==> config.mk <==
export PLATFORM = sky130hd
export DESIGN_NAME = proj_sweep_engine
export DESIGN_NICKNAME = d
export VERILOG_FILES = /design/src/rtl/proj_sweep_pkg.sv /design/src/rtl/proj_misr.sv /design/src/rtl/proj_sweep_engine.sv
export SDC_FILE = /design/constraint.sdc
export NUM_CORES = 1
export LEC_CHECK = 0
export CAP_MARGIN = 25
export CORE_MARGIN = 2
export CORE_UTILIZATION = 50
export CTS_CLUSTER_DIAMETER = 100
export CTS_CLUSTER_SIZE = 8
export DETAILED_ROUTE_END_ITERATION = 10
export GPL_ROUTABILITY_DRIVEN = 0
export PLACE_DENSITY_LB_ADDON = 0.2
export SLEW_MARGIN = 30
export SYNTH_ARGS = -nofsm -noshare
export SYNTH_HDL_FRONTEND = slang
export SYNTH_HIERARCHICAL = 1
export SYNTH_SLANG_ARGS = --single-unit
==> constraint.sdc <==
create_clock -name clk -period 2.8 [get_ports clk]
set_input_delay 0.84 -clock clk [delete_from_list [all_inputs] [get_ports clk]]
set_output_delay 0.84 -clock clk [all_outputs]
set_load 0.01 [all_outputs]
==> src/rtl/proj_sweep_pkg.sv <==
// proj_sweep_pkg: shared types and constants for the projection sweep engine
// Contents: FSM state enum, LFSR tap positions, MISR polynomial, mode encodings.
package proj_sweep_pkg;
    typedef enum logic [1:0] {IDLE, RUN, DRAIN, DONE} state_t;
    localparam int LFSR_A = 17;
    localparam int LFSR_B = 14;
    localparam logic [15:0] MISR_POLY = 16'h1021;
    localparam logic MODE_EXH  = 1'b0;
    localparam logic MODE_LFSR = 1'b1;
endpackage

==> src/rtl/proj_misr.sv <==
// proj_misr: serial MISR compacting one response bit per enabled cycle
// Ports: clk, rst (sync, active-high), clr (zero the state), en (absorb d), d (response bit), sig (MISR state).
module proj_misr
    import proj_sweep_pkg::*;
#(
    parameter int W = 16
) (
    input  logic         clk,
    input  logic         rst,
    input  logic         clr,
    input  logic         en,
    input  logic         d,
    output logic [W-1:0] sig
);
    always_ff @(posedge clk) begin
        if (rst || clr) sig <= '0;
        else if (en) sig <= {sig[W-2:0], 1'b0} ^ ((sig[W-1] ^ d) ? W'(MISR_POLY) : '0);
    end
endmodule

==> src/rtl/proj_sweep_engine.sv <==
// proj_sweep_engine: drives a projection circuit with exhaustive/LFSR vectors and compacts its y0 response
// Ports: clk, rst (sync, active-high); start/mode/seed/num_vec configure a sweep;
//        x/x_valid drive the projection, y0 returns from it; busy/done report progress;
//        onset_cnt counts sampled ones, signature is the MISR state.
module proj_sweep_engine
    import proj_sweep_pkg::*;
#(
    parameter int N_IN  = 17,
    parameter int CNT_W = N_IN + 1,
    parameter int SIG_W = 16,
    parameter int Y_LAT = 0
) (
    input  logic             clk,
    input  logic             rst,
    input  logic             start,
    input  logic             mode,
    input  logic [N_IN-1:0]  seed,
    input  logic [CNT_W-1:0] num_vec,
    output logic [N_IN-1:0]  x,
    output logic             x_valid,
    input  logic             y0,
    output logic             busy,
    output logic             done,
    output logic [CNT_W-1:0] onset_cnt,
    output logic [SIG_W-1:0] signature
);
    state_t state, state_n;
    logic md, fb, accept, zero, x_last, q, ql, fin;
    logic [CNT_W-1:0] rem;
    // vv/lv: valid and last-vector flags delayed by 0..Y_LAT cycles; the top bit qualifies y0
    logic [Y_LAT:0] vv, lv;
    assign vv[0] = x_valid;
    assign lv[0] = x_last;
    if (Y_LAT > 0) begin : g_pipe
        logic [Y_LAT-1:0] vr, lr;
        always_ff @(posedge clk) begin
            if (rst) begin
                vr <= '0;
                lr <= '0;
            end else begin
                vr <= vv[Y_LAT-1:0];
                lr <= lv[Y_LAT-1:0];
            end
        end
        assign vv[Y_LAT:1] = vr;
        assign lv[Y_LAT:1] = lr;
    end
    // x^17+x^14+1 feedback; narrow builds fall back to a plain rotate of the top bit
    if (N_IN >= LFSR_A) begin : g_fb
        assign fb = x[LFSR_A-1] ^ x[LFSR_B-1];
    end else begin : g_fb_s
        assign fb = x[N_IN-1];
    end
    always_comb begin
        accept  = (state == IDLE || state == DONE) && start;
        zero    = mode == MODE_LFSR && num_vec == '0;
        x_last  = x_valid && rem == CNT_W'(1);
        q       = vv[Y_LAT];
        ql      = lv[Y_LAT];
        busy    = state == RUN || state == DRAIN;
        fin     = (accept && zero) || (busy && ql);
        state_n = state;
        case (state)
            IDLE, DONE: state_n = accept ? (zero ? DONE : RUN) : state;
            RUN:        state_n = ql ? DONE : (x_last ? DRAIN : RUN);
            DRAIN:      state_n = ql ? DONE : DRAIN;
            default:    state_n = IDLE;
        endcase
    end
    always_ff @(posedge clk) begin
        if (rst) state <= IDLE;
        else state <= state_n;
    end
    always_ff @(posedge clk) begin
        if (rst) begin
            md        <= MODE_EXH;
            x         <= '0;
            x_valid   <= 1'b0;
            rem       <= '0;
            onset_cnt <= '0;
            done      <= 1'b0;
        end else begin
            done <= fin;
            if (accept) begin
                md        <= mode;
                x         <= mode == MODE_LFSR ? (seed == '0 ? N_IN'(1) : seed) : '0;
                x_valid   <= !zero;
                rem       <= mode == MODE_LFSR ? num_vec : CNT_W'(1) << N_IN;
                onset_cnt <= '0;
            end else begin
                if (x_valid) begin
                    x   <= md == MODE_LFSR ? {x[N_IN-2:0], fb} : x + N_IN'(1);
                    rem <= rem - CNT_W'(1);
                    if (x_last) x_valid <= 1'b0;
                end
                if (q) onset_cnt <= onset_cnt + CNT_W'(y0);
            end
        end
    end
    proj_misr #(.W(SIG_W)) u_misr (
        .clk (clk),
        .rst (rst),
        .clr (accept),
        .en  (q && !accept),
        .d   (y0),
        .sig (signature)
    );
endmodule
**After elaboration in Yosys (flattened, before gate mapping)**

Index checks and enable logic that the tools add are counted.

- Flip-flop bits (word level): 74
- Logic and storage cells: 54
- Input port bits: 40

- Add/sub/neg operators: 3
- Bitwise gates (word level): 3
- Multiplexer cells: 17
- Reduce and logical (&&, ||, !) cells: 18
- Equal/unequal tests: 5

Operators by type and width:

| cell | number |
|---|---|
| two-way mux 17 bit | 5 |
| two-way mux 18 bit | 3 |
| adder 18 x 1 -> 18 bit | 1 |
| equality test 18 x 1 -> 1 bit, second input constant | 1 |
| zero test 18 bit | 1 |
| subtractor 18 x 1 -> 18 bit, second input constant | 1 |
| adder 17 x 1 -> 17 bit, second input constant | 1 |
| zero test 17 bit | 1 |
| bitwise XOR 16 bit | 1 |
| two-way mux 13 bit | 1 |
| logical AND 1 bit | 6 |
| two-way mux 2 bit | 3 |
| case mux 2 bit (3 select lines) | 1 |
| equality test 2 bit, second input constant | 2 |
| logical OR 1 bit | 4 |
| two-way mux 1 bit | 4 |
| OR reduction 2 bit | 2 |
| equality test 2 x 1 -> 1 bit, second input constant | 1 |
| zero test 1 bit | 2 |
| zero test 2 bit | 1 |
| != test 2 bit, second input constant | 1 |
| nonzero test 2 bit | 1 |
| bitwise XOR 1 bit | 2 |

**Depth between registers and ports, before layout**

Gate-level depths: netlist of the first run.

- Word-level depth: 5
- Gate-level depth with buffers: 9

**By module**

Netlist of the first run, hierarchy kept.

Modules (own cells, without submodules):

| module | cells each | area each (um2) | times used |
|---|---|---|---|
| proj_sweep_engine | 454 | 3538.4 | 1 |
| proj_misr | 60 | 633.1 | 1 |

**Worst setup path before layout of the first run**

OpenSTA, ideal clock, no wires.

- Path kind: input to register
- Start: input start
- End: register u_misr.sig[10]
- Path buffers: 4
- Data arrival time: 2.143 ns
- Stages on the path: 8
- Required time: 2.686 ns
- Setup slack: 0.542 ns
- Path through: clkbuf_1 nand2_1 inv_1 buf_1 or2_1 buf_6 buf_6 nor2_1

- Cells in the longest elaborated chain, start to end: 3

Ends and longest elaborated chain:

| item | line | source |
|---|---|---|
| from (decl) | proj_sweep_engine.sv:15 | `input logic start,` |
| logical AND 1 bit (*) | proj_sweep_engine.sv:55 | `accept = (state == IDLE \|\| state == DONE) && start;` |
| net accept | proj_sweep_engine.sv:28 | `logic md, fb, accept, zero, x_last, q, ql, fin;` |
| zero test 1 bit | proj_sweep_engine.sv:104 | `.en (q && !accept),` |
| logical AND 1 bit | proj_sweep_engine.sv:104 |  |
| to (signal assigned) | proj_misr.sv:17 | `else if (en) sig <= {sig[W-2:0], 1'b0} ^ ((sig[W-1] ^ d) ? W'(MISR_POLY) : '0);` |
| to (decl) | proj_misr.sv:13 | `output logic [W-1:0] sig` |

The timed path passes the listed nets; every way through them passes the cells marked *.
A chain may end at the register's enable or synchronous reset.

**Worst setup path after layout of the first run**

- Start: register state[0]
- End: output busy

- Cells in the longest elaborated chain, start to end: 2

Ends and longest elaborated chain:

| item | line | source |
|---|---|---|
| from (decl) | proj_sweep_engine.sv:27 | `state_t state, state_n;` |
| from (signal assigned) | proj_sweep_engine.sv:72 | `else state <= state_n;` |
| equality test 2 x 1 -> 1 bit / equality test 2 bit (equally long branches) | proj_sweep_engine.sv:60 | `busy = state == RUN \|\| state == DRAIN;` |
| logical OR 1 bit (*) | proj_sweep_engine.sv:60 |  |
| to (decl) | proj_sweep_engine.sv:22 | `output logic busy,` |

Mark *: on every way between the ends. The rest lies on a longest branch, timed or not.

==> run summary, run 1 <==
Setup repair after global routing left no endpoint under its margin. The via count of the first global-routing pass is 4063. Leaving out fill and tap cells, the most frequent cell in the layout is sky130_fd_sc_hd__clkdlybuf4s50_1. The hold violation count in the final report came out at 0. For this run, the share of the core covered by cells in the final layout is 0.669. The post-route clock skew is 0.0116 ns. The post-layout instance area is 0.00544 mm^2. The clock net in this run drives a total of 74 sinks.

Summed over all layers, the global routing overflow is 0. The post-route minimum period came out at 2.63 ns. The gate count of the mapped netlist is 514. The number of iterations in the first detailed-routing pass is 5. The number of distinct standard cells referenced by the synthesized netlist came out at 61. The count of cells resized by post-cts repair is 0. The critical path is of the flip-flop to output port type.

The cell at the root of the clock tree is sky130_fd_sc_hd__clkbuf_8. The most frequently used flop master after synthesis is sky130_fd_sc_hd__dfxtp_1. The total count of max-transition violations in the final report was 0. The layout overhead on the synthesized area is 30.5%.

Once placement finished, the instance area stood at 0.00522 mm^2. The number of post-CTS setup repair buffers came out at 0. The global-route wire length before repair is 19300 um. Grouping stages by cell kind, the critical path spends the most delay in buffers and inverters. The number of design rule violations left after detail routing came out at 0.

Entering global routing, the biggest net connects 28 pins. During synthesis, Yosys emitted a total of 6 warnings. The area of the die is 0.00909 mm^2. The global-route usage over all layers is 0.266. The number of H-tree branching levels came out at 3. After clock tree synthesis, the flow added hold-fix buffers numbering 0. The region available for standard cell placement spans 0.00813 mm^2.

STA puts the critical path data required time at 1.96 ns. The static leakage power is 1.86 nW. The repair_antennas step left the layout with diodes totalling 0.

The final wirelength is 11800 um. The initialized floorplan defines 33 standard-cell rows. The floorplan die width is 95.3 um. Sorting the synthesized cells by area gives the leading types as sky130_fd_sc_hd__dfxtp_1 (36%), sky130_fd_sc_hd__mux2i_1 (4.3%), sky130_fd_sc_hd__nor2_1 (4.1%). The effective utilization at floorplan is 0.513. The endpoint arrival time on the critical path is 1.79 ns. The residual antenna-violating net count after detailed routing came out at 0.

The number of buffers created by CTS came out at 9. The headroom to the max-slew limit is 0.542. The number of max-capacitance violations reported is 0. For this run, the register share of the synthesized area comes to 0.355. The floorplan die height came out at 95.3 um. Counting instances, the worst hold path has a depth of 2. The transition time at the pin with the least slew margin is 0.687 ns. The library cells used most frequently in the layout, excluding fill and tap cells, are sky130_fd_sc_hd__clkdlybuf4s50_1 (93), sky130_fd_sc_hd__dfxtp_1 (74), sky130_fd_sc_hd__nor2_1 (45), sky130_fd_sc_hd__nand2_1 (40), sky130_fd_sc_hd__a21oi_1 (31).

The flow ran to the end, and the final reports show no timing, DRC or antenna violations. For this run, the slowest stage of the critical path takes 0.49 ns. The signal on the critical path passes through inv_1 -> ha_2 -> inv_1 -> clkdlybuf4s50_1. The synthesized area came out at 0.00417 mm^2. The number of cells on the critical path came out at 4. The dominant cell type by area after synthesis is sky130_fd_sc_hd__dfxtp_1. The area used by multi-input combinational logic is 0.00247 mm^2. The clock-pin transition on the worst setup and hold timing paths is 0.08 ns. TritonCTS built the clock tree.

The number of antenna violations at the first check in global routing came out at 0. The maximum root-to-sink buffer count is 2. The average size of a mapped cell is 8.12 um^2. After detailed routing, the average wire length per cell comes to 16.7 um. The area occupied by registers is 0.00148 mm^2. The number of nets in the synthesized netlist is 561. The peak ir drop on the vdd network is 0.000544 V.

The number of port buffers came out at 93. Along the worst path, the maximum fanout reaches 12. Among all stages on the critical path, the largest delay is contributed by sky130_fd_sc_hd__clkdlybuf4s50_1. The vias per cell is 6.13. The synthesized flop and latch total is 74. The post-route setup TNS is 0 ns. The HPWL reported at the end of detailed placement is 8550 um. The share of synthesized area in the top cell type comes to 0.355. Power spread over the standard cell area amounts to 919 mW/mm^2. The number of DRC markers in iteration 0 is 236.

In the final design database the tool counted 647 nets. The via count came out at 4353. The number of enable-type register cells in the synthesized netlist is 0. The clock latency on the worst-skew pair is 0.35 ns.

The number of buffer and inverter instances along the worst setup path came out at 3. The tightest min-delay check is of the flip-flop to flip-flop type. The number of cells on the worst reg-to-reg path is 4.

The highest achievable clock rate is 0.380 GHz. The fraction of registers with async set or reset after synthesis came out at 0. In the final layout, the share of cells above drive strength 1 is 0.0711. The number of I/O pins is 94. Setup violations remaining at the end of the flow were counted as 0. STA classifies the critical path startpoint as a flip-flop. Dividing the final minimum period by the clock period gives 0.940.

The endpoint class of the critical path is an output port. The most frequent cell on the critical path is sky130_fd_sc_hd__inv_1. After filler insertion, the fill cell instance count of the layout stands at 681.
-- metal layers --
| metal | wire length (um) | global-route usage | up-vias |
|---|---|---|---|
| met5 | 0 | 0 | - |
| met4 | 247 | 0.107 | 0 |
| met3 | 913 | 0.0482 | 22 |
| met2 | 5650 | 0.435 | 201 |
| met1 | 5020 | 0.346 | 2034 |
| li1 | - | - | 2096 |
-- cells by family after synthesis --
family          Yosys count  share of synthesized area
mux                      18                     0.0432
flops                    74                      0.355
compound gates          123                      0.197
simple gates            214                      0.275
xor+xnor                 26                     0.0546
fa+ha+maj                 7                     0.0210
buf+inv                  52                     0.0540
-- layout make-up --
class                           count  share of cell area
Sequential cell                    74               0.272
Tap cell                          105              0.0241
Clock inverter                      6              0.0166
Inverter                           15              0.0103
Multi-Input combinational cell    388               0.454
Clock buffer                       10              0.0234
Timing Repair Buffer              112               0.200
-- worst paths after layout --
kind	startpoint	end	slack [ns]
setup / recovery	state[0]	busy	0.17
hold / removal	onset_cnt[17]	onset_cnt[17]	0.50
setup reg to reg	x_valid	rem[8]	0.59
hold reg to reg	onset_cnt[17]	onset_cnt[17]	0.50
-- through the flow --
stage | cells | setup slack (ns) | total power, mW | hold slack, ns
after floorplan | 514 | 0.542 | 3.24 | 0.453
after global placement | 694 | 0.0663 | 3.97 | 0.463
after detailed placement | 694 | 0.0144 | 4.02 | 0.483
after CTS | 710 | 0.0525 | 4.96 | 0.498
final | 710 | 0.168 | 5.00 | 0.504
after global routing | 710 | 0.0723 | 5.32 | 0.533
-- synth_stat cells, types with 4 or more instances --
cell type,n
sky130_fd_sc_hd__dfxtp_1,74
sky130_fd_sc_hd__nor2_1,46
sky130_fd_sc_hd__nand2_1,40
sky130_fd_sc_hd__a21oi_1,31
sky130_fd_sc_hd__clkbuf_1,25
sky130_fd_sc_hd__nand3_1,23
sky130_fd_sc_hd__o21ai_0,22
sky130_fd_sc_hd__mux2i_1,18
sky130_fd_sc_hd__nand4_1,18
sky130_fd_sc_hd__nor3_1,17
sky130_fd_sc_hd__a211oi_1,16
sky130_fd_sc_hd__nor4_1,16
sky130_fd_sc_hd__inv_1,15
sky130_fd_sc_hd__xnor2_1,13
sky130_fd_sc_hd__xor2_1,13
sky130_fd_sc_hd__a31oi_1,11
sky130_fd_sc_hd__and3_1,9
sky130_fd_sc_hd__ha_1,7
sky130_fd_sc_hd__or4_1,7
sky130_fd_sc_hd__and4_1,6
sky130_fd_sc_hd__o31ai_1,6
sky130_fd_sc_hd__or3_1,6
sky130_fd_sc_hd__buf_1,5
sky130_fd_sc_hd__nand2b_1,5
sky130_fd_sc_hd__nand3b_1,4
sky130_fd_sc_hd__o22ai_1,4
-- power by group --
group          internal, mW  switching [mW]
Combinational          1.07            1.34
Sequential             1.29           0.381
Clock                 0.506           0.427
Total                  2.86            2.14
-- tightest hold or removal path: cells and delay by family (launching register included) --
family             cells  cell delay, ns
DFF                    1            0.32
AOI/OAI and AO/OA      2            0.14
-- sequential cells by signal, indices dropped and copies added (netlist names) --
| signal | cells |
|---|---|
| md | 1 |
| state | 2 |
| u_misr/sig | 16 |
| rem | 18 |
| x | 17 |
| x_valid | 1 |
| done | 1 |
| onset_cnt | 18 |
Note: power is estimated with default switching activity, not from simulation.
==> run 2, diff against run 1 <==
==> constraint.sdc (replaced) <==
create_clock -name clk -period 3.35 [get_ports clk]
set_input_delay 1.005 -clock clk [delete_from_list [all_inputs] [get_ports clk]]
set_output_delay 1.005 -clock clk [all_outputs]
set_load 0.01 [all_outputs]
==> run 2 against run 1 <==
- utilization down 0.51 points
- clock skew about the same
- critical path depth unchanged
- via count down 1.2%
- first-iteration DRC count down 8.9%
- total power down 16%
- global-route usage down 0.62 points
- register-to-register slack better by 0.60 ns
- hold slack worse by 0.0055 ns
- routed wire length down 1.7%
- largest power group unchanged
==> run summary, run 2 (same netlist as run 1, synthesis figures left out) <==
The HPWL reported at the end of detailed placement came out at 8270 um (-3.2%). The global-route usage over all layers is 0.260 (-0.00620). The number of iterations in the first detailed-routing pass is 4 (-1). The number of max-capacitance violations reported is 0 (unchanged). The minimum setup slack among reg-to-reg paths is 1.19 ns (+0.60 ns). The hold violation count in the final report is 0 (unchanged). The total count of max-transition violations in the final report came out at 0 (unchanged). The count of cells resized by post-cts repair is 0 (unchanged).

In the layout the commonest cells are sky130_fd_sc_hd__clkdlybuf4s50_1 (93), sky130_fd_sc_hd__dfxtp_1 (74), sky130_fd_sc_hd__nor2_1 (45), sky130_fd_sc_hd__nand2_1 (40), sky130_fd_sc_hd__a21oi_1 (31). The placeable core area is 0.00813 mm^2 (unchanged). The power density over cell area is 777 mW/mm^2 (-15%). The number of port buffers is 93 (unchanged). The maximum root-to-sink buffer count came out at 2 (unchanged). STA classifies the critical path startpoint as a flip-flop. The number of failing setup endpoints in the final timing report is 0 (unchanged).

The number of antenna diodes is 0 (unchanged). The number of antenna violations at the first check in global routing came out at 0 (unchanged). TritonCTS built the clock tree. In the final layout, the registers with the most flip-flops are onset_cnt x18, rem x18, x x17.

The filler cell count in the final layout came out at 717 (+5.3%). Setup repair after global routing left no endpoint under its margin. The total overflow reported by the global router came out at 0 (unchanged). Based on the critical path, the design can be clocked at up to 0.342 GHz. The placed cell area came to 0.00516 mm^2 (-1.2%). The worst endpoint required time came out at 2.34 ns (+0.38 ns).

The number of H-tree branching levels is 3 (unchanged). The effective utilization at floorplan was 0.513 (unchanged). The worst setup path is captured at an output port. The clock sink count came out at 74 (unchanged). The floorplan die width is 95.3 um (unchanged). The final wirelength is 11600 um (-1.7%).

The number of design rule violations left after detail routing is 0 (unchanged). The global-route wire length before repair is 18600 um (-3.5%). The largest fanout on the critical path is 12 (unchanged). The number of buffers created by CTS came out at 9 (unchanged). The via count came out at 4300 (-1.2%). The post-route minimum period came out at 2.92 ns. The maximum number of pins on one net before global-route repair came out at 29 (+3.6%). The vias per cell is 6.13 (about the same). The post-layout instance area came to 0.00540 mm^2 (-0.76%). The number of post-CTS setup repair buffers is 0 (unchanged). The floorplan die height is 95.3 um (unchanged). The path class of the tightest hold or removal check is flip-flop to flip-flop. The clock-pin transition on the worst setup and hold timing paths is 0.08 ns (about the same). The post-route clock skew is 0.0117 ns (+0.000122 ns). The cell at the root of the clock tree is sky130_fd_sc_hd__clkbuf_8. The number of standard-cell rows in the floorplan came out at 33 (unchanged). The peak ir drop on the vdd network is 0.000520 V (-4.3%). The number of I/O pins is 94 (unchanged).

The number of hold buffers added after cts came out at 0 (unchanged). The fraction of layout cells with a size suffix above 1 is 0.0570 (-0.0140). The static leakage power came out at 1.83 nW (-1.5%).

The library cell used most frequently in the layout, excluding fill and tap cells, is sky130_fd_sc_hd__clkdlybuf4s50_1. The type of the worst setup path is flip-flop to output port. The final clock period utilization by the worst path came out at 0.872. The number of DRC markers in iteration 0 came to 215 (-8.9%).

The number of nets in the layout is 639 (-1.2%). The flow ran to the end, and the final reports show no timing, DRC or antenna violations. The transition time at the pin with the least slew margin is 0.694 ns (+0.00713 ns). The final-layout worst hold slack was 0.499 ns (-0.00551 ns). The endpoint arrival time on the critical path was 1.92 ns (+0.13 ns).

The residual antenna-violating net count after detailed routing came to 0 (unchanged). The headroom to the max-slew limit is 0.537 (-0.00476). The post-route core utilization came to 0.664 (-0.00508). The area of the die is 0.00909 mm^2 (unchanged). The clock latency on the worst-skew pair is 0.35 ns (about the same).

The routed length per instance came to 16.6 um (-0.44%). The via count of the first global-routing pass came out at 3974 (-2.2%). From synthesis to final layout, the design area changed by 29.5%.

The post-route setup TNS came out at 0 ns (unchanged).
## run 2: worst max-delay path, cell delays in order, from the launching register on
cell and delay [ns]:
sky130_fd_sc_hd__dfxtp_1 0.37, sky130_fd_sc_hd__inv_1 0.06, sky130_fd_sc_hd__ha_1 0.44, sky130_fd_sc_hd__inv_1 0.16
sky130_fd_sc_hd__clkdlybuf4s50_1 0.55
## run 2: where the power goes
part / internal (mW) / total [mW] / switching (mW) / leakage [nW]
clock network: 0.495 / 0.843 / 0.349 / 0.116
registers: 1.08 / 1.39 / 0.309 / 0.603
logic: 0.857 / 1.97 / 1.11 / 1.11
## run 2: path summary, 6_finish.rpt
| check | startpoint | end | depth (start not counted) |
|---|---|---|---|
| min | onset_cnt[17] | onset_cnt[17] | 2 |
| min reg2reg | onset_cnt[17] | onset_cnt[17] | 2 |
| max | state[0] | busy | 4 |
| max reg2reg | state[0] | x[7] | 8 |
## run 2: per-layer routing
layer  up-vias  track usage  wire, um
met1      1995        0.336      5040
met2       193        0.427      5480
li1       2089            -         -
met4         0       0.0906       221
met5         -            0         0
met3        23       0.0553       890
## run 2: layout make-up
cell class	count	area [um^2]	area share
inverters	15	56.3	0.0104
clock buffers	9	124	0.0229
well taps	105	131	0.0243
flip-flops and latches	74	1480	0.274
repair buffers	104	1030	0.190
clock inverters	6	115	0.0213
multi-input cells	388	2470	0.457
## run 2: through the flow
step | worst slack, ns | total power [mW] | std cells
6_report | 0.427 | 4.20 | 701
5_1_grt | 0.307 | 4.47 | 701
4_1_cts | 0.425 | 4.17 | 701
3_5_place_dp | 0.352 | 3.32 | 686
3_3_place_gp | 0.385 | 3.28 | 686
2_1_floorplan | 0.927 | 2.71 | 514
==> run 3, diff against run 2 <==
--- a/config.mk
+++ b/config.mk
@@ -13,6 +13,8 @@
 export DETAILED_ROUTE_END_ITERATION = 10
 export GPL_ROUTABILITY_DRIVEN = 0
 export PLACE_DENSITY_LB_ADDON = 0.2
+export RECOVER_POWER = 25
+export SKIP_LAST_GASP = 1
 export SLEW_MARGIN = 30
 export SYNTH_ARGS = -nofsm -noshare
 export SYNTH_HDL_FRONTEND = slang
==> run 3 against run 2 <==
- register-to-register slack hardly changed
- sequential power hardly changed
- global-route usage stayed put
- non-clock buffer count stayed put
- utilization stayed put
- combinational power hardly changed
- routed wire length is 0.47% lower
- highest routed layer unchanged
==> run summary, run 3 (same netlist as run 1, synthesis figures left out) <==
The global-route usage over all layers is 0.260 (unchanged). Counting stages on the worst path, the most repeated cell is sky130_fd_sc_hd__inv_1. The highest achievable clock rate came out at 0.342 GHz (about the same). The placed cell area is 0.00516 mm^2 (unchanged). The number of post-CTS setup repair buffers came out at 0 (unchanged). The post-route clock skew came to 0.0122 ns (+0.000517 ns). The clock sink count is 74 (unchanged). The class of the most critical hold timing path is flip-flop to flip-flop. The number of antenna diodes was 0 (unchanged). The fraction of power consumed by combinational cells is 0.467 (-0.002).

The static leakage power is 1.90 nW (+3.8%). The post-route core utilization came out at 0.664 (unchanged). The fraction of power consumed by sequential logic is 0.331 (about the same).

The count of cells resized by post-cts repair came out at 0 (unchanged). The floorplan die width was 95.3 um (unchanged). For hold timing, the worst endpoint is onset_cnt[17].

The cell at the root of the clock tree is sky130_fd_sc_hd__clkbuf_8. The number of failing setup endpoints in the final timing report is 0 (unchanged). The largest registers in the layout are onset_cnt x18, rem x18, x x17.

In this design, the largest share of critical-path delay is due to buffers and inverters. The flow ran to the end, and the final reports show no timing, DRC or antenna violations. Tracing the worst setup path back leads to its startpoint at state[0]. The worst setup path is captured at an output port. The routed length per instance is 16.5 um (-0.47%). The number of DRC markers in iteration 0 came to 206 (-4.2%). The endpoint arrival time on the critical path is 1.92 ns (about the same). The number of port buffers is 93 (unchanged). The vias per cell came out at 6.15 (+0.33%). The clock latency on the worst-skew pair is 0.35 ns (about the same). The signal on the critical path passes through inv_1 -> ha_1 -> inv_1 -> clkdlybuf4s50_1. The highest-delay cell along the critical path is sky130_fd_sc_hd__clkdlybuf4s50_1. The final instance count without filler cells is 701 (unchanged). The number of buffer and inverter instances along the worst setup path came to 3 (unchanged). The number of max-capacitance violations reported came out at 0 (unchanged). The peak ir drop on the vdd network came out at 0.000518 V (-0.57%). In the layout the commonest cells are sky130_fd_sc_hd__dfxtp_1 (74), sky130_fd_sc_hd__clkdlybuf4s50_1 (71), sky130_fd_sc_hd__nor2_1 (45), sky130_fd_sc_hd__nand2_1 (40), sky130_fd_sc_hd__a21oi_1 (31). The worst register-to-register path ends at x[7]. The number of standard-cell rows in the floorplan came to 33 (unchanged). The post-route setup TNS came to 0 ns (unchanged). The effective utilization at floorplan is 0.513 (unchanged). The minimum setup slack among reg-to-reg paths is 1.20 ns (about the same).

The maximum root-to-sink buffer count was 2 (unchanged). The number of stages on the worst hold path is 2 (unchanged). The area occupied by registers came out at 0.00148 mm^2 (unchanged). The number of I/O pins is 94 (unchanged).

The layout overhead on the synthesized area was 29.5% (unchanged). The number of antenna violations at the first check in global routing is 0 (unchanged). The placeable core area is 0.00813 mm^2 (unchanged).

The internal power consumption is 2.42 mW (-0.21%). The hold violation count in the final report came out at 0 (unchanged). The share of power burned in the clock network came out at 0.202 (about the same). The maximum number of pins on one net before global-route repair is 29 (unchanged). The number of hold buffers added after cts came to 0 (unchanged). The launching point of the worst reg2reg path is state[0]. The worst hold path begins at onset_cnt[17]. The number of buffers created by CTS is 9 (unchanged). The HPWL reported at the end of detailed placement was 8270 um (unchanged). The worst endpoint required time was 2.34 ns (about the same). The transition time at the pin with the least slew margin is 0.689 ns (-0.00515 ns). The total overflow reported by the global router came out at 0 (unchanged). The headroom to the max-slew limit is 0.540 (+0.00344).

The total count of max-transition violations in the final report came out at 0 (unchanged). The critical path's largest stage delay is 0.55 ns (about the same). The critical path is of the flip-flop to output port type. The fraction of power spent switching nets came to 0.421 (-0.000732). The fraction of layout cells with a size suffix above 1 came out at 0.0570 (unchanged). The area used by multi-input combinational logic is 0.00247 mm^2 (unchanged). The filler cell count in the final layout was 717 (unchanged). The global-route wire length before repair is 18600 um (unchanged).

The final wirelength is 11600 um (-0.47%). The most common library cell in the layout ignoring fill and taps is sky130_fd_sc_hd__dfxtp_1. Setup repair after global routing left no endpoint under its margin. The final-layout worst hold slack was 0.497 ns (-0.00124 ns). The via count of the first global-routing pass is 3974 (unchanged). The post-route minimum period is 2.92 ns (-0.00113 ns). The total instance count after detailed placement came out at 686 (unchanged).

The number of cell instances on the worst register-to-register path came out at 8 (unchanged). The final clock period utilization by the worst path came out at 0.872 (about the same). The clock-pin transition on the worst setup and hold timing paths came to 0.08 ns (about the same). The number of iterations in the first detailed-routing pass is 6 (+2). The area of the die came to 0.00909 mm^2 (unchanged). TritonCTS built the clock tree.

The via count came out at 4314 (+0.33%). The switching power of the nets came out at 1.76 mW (-0.51%). The number of nets in the layout came out at 639 (unchanged). The largest fanout on the critical path is 12 (unchanged). The floorplan die height came to 95.3 um (unchanged). The post-layout instance area is 0.00540 mm^2 (unchanged). The kind of launch point of the worst setup path is a flip-flop. The number of design rule violations left after detail routing came out at 0 (unchanged). The number of H-tree branching levels is 3 (unchanged). The power density over cell area came out at 775 mW/mm^2 (-0.33%). The residual antenna-violating net count after detailed routing is 0 (unchanged).
==> run 3: cell types whose count changed in the layout (fill, tap and decap cells not counted) <==
| cell | previous run | this run |
|---|---|---|
| sky130_fd_sc_hd__dlygate4sd3_1 | 0 | 22 |
| sky130_fd_sc_hd__clkdlybuf4s50_1 | 93 | 71 |
==> run 3: worst register-to-register path, cell delays in order, from the launching register on <==
cell and delay [ns]:
sky130_fd_sc_hd__dfxtp_1 0.37, sky130_fd_sc_hd__inv_1 0.06, sky130_fd_sc_hd__ha_1 0.48, sky130_fd_sc_hd__nand2_1 0.14, sky130_fd_sc_hd__inv_1 0.21, sky130_fd_sc_hd__buf_12 0.20
sky130_fd_sc_hd__nor3_1 0.05, sky130_fd_sc_hd__a2111oi_0 0.38, sky130_fd_sc_hd__o41a_1 0.20
==> run 3: area by class of cell <==
type	instances	area share
tap	105	0.0243
multi-input combinational	388	0.457
inverter	15	0.0104
sequential	74	0.274
clock buffer	9	0.0229
timing repair buffer	104	0.190
clock inverter	6	0.0213
==> run 3: metal layers <==
metal	global-route usage	vias up	part of all wire
met5	0	-	0
met4	0.0906	0	0.018
met3	0.0553	22	0.082
met2	0.427	212	0.47
met1	0.336	1991	0.43
li1	-	2089	-
==> run 3: how the worst max path moves through the flow <==
stage                     end  slack (ns)  cells past startpoint
5_1_grt                  busy        0.31                      4
2_1_floorplan  u_misr/sig[10]        0.93                      8
4_1_cts                  busy        0.42                      4
6_report                 busy        0.43                      4
3_5_place_dp    onset_cnt[17]        0.35                      6
3_3_place_gp    onset_cnt[17]        0.39                      6
==> run 3: metrics by stage <==
step | setup slack (ns) | total power, mW
2_1_floorplan | 0.927 | 2.71
3_3_place_gp | 0.385 | 3.28
3_5_place_dp | 0.352 | 3.32
4_1_cts | 0.425 | 4.17
5_1_grt | 0.307 | 4.47
6_report | 0.429 | 4.18
==> run 3: power groups by stage <==
stage | clock network, mW | registers (mW) | logic (mW)
global placement | 0 | 1.38 | 1.89
finish | 0.844 | 1.39 | 1.95
detailed placement | 0 | 1.40 | 1.92
global route | 0.893 | 1.42 | 2.15
CTS | 0.854 | 1.38 | 1.94
floorplan | 0 | 1.32 | 1.39
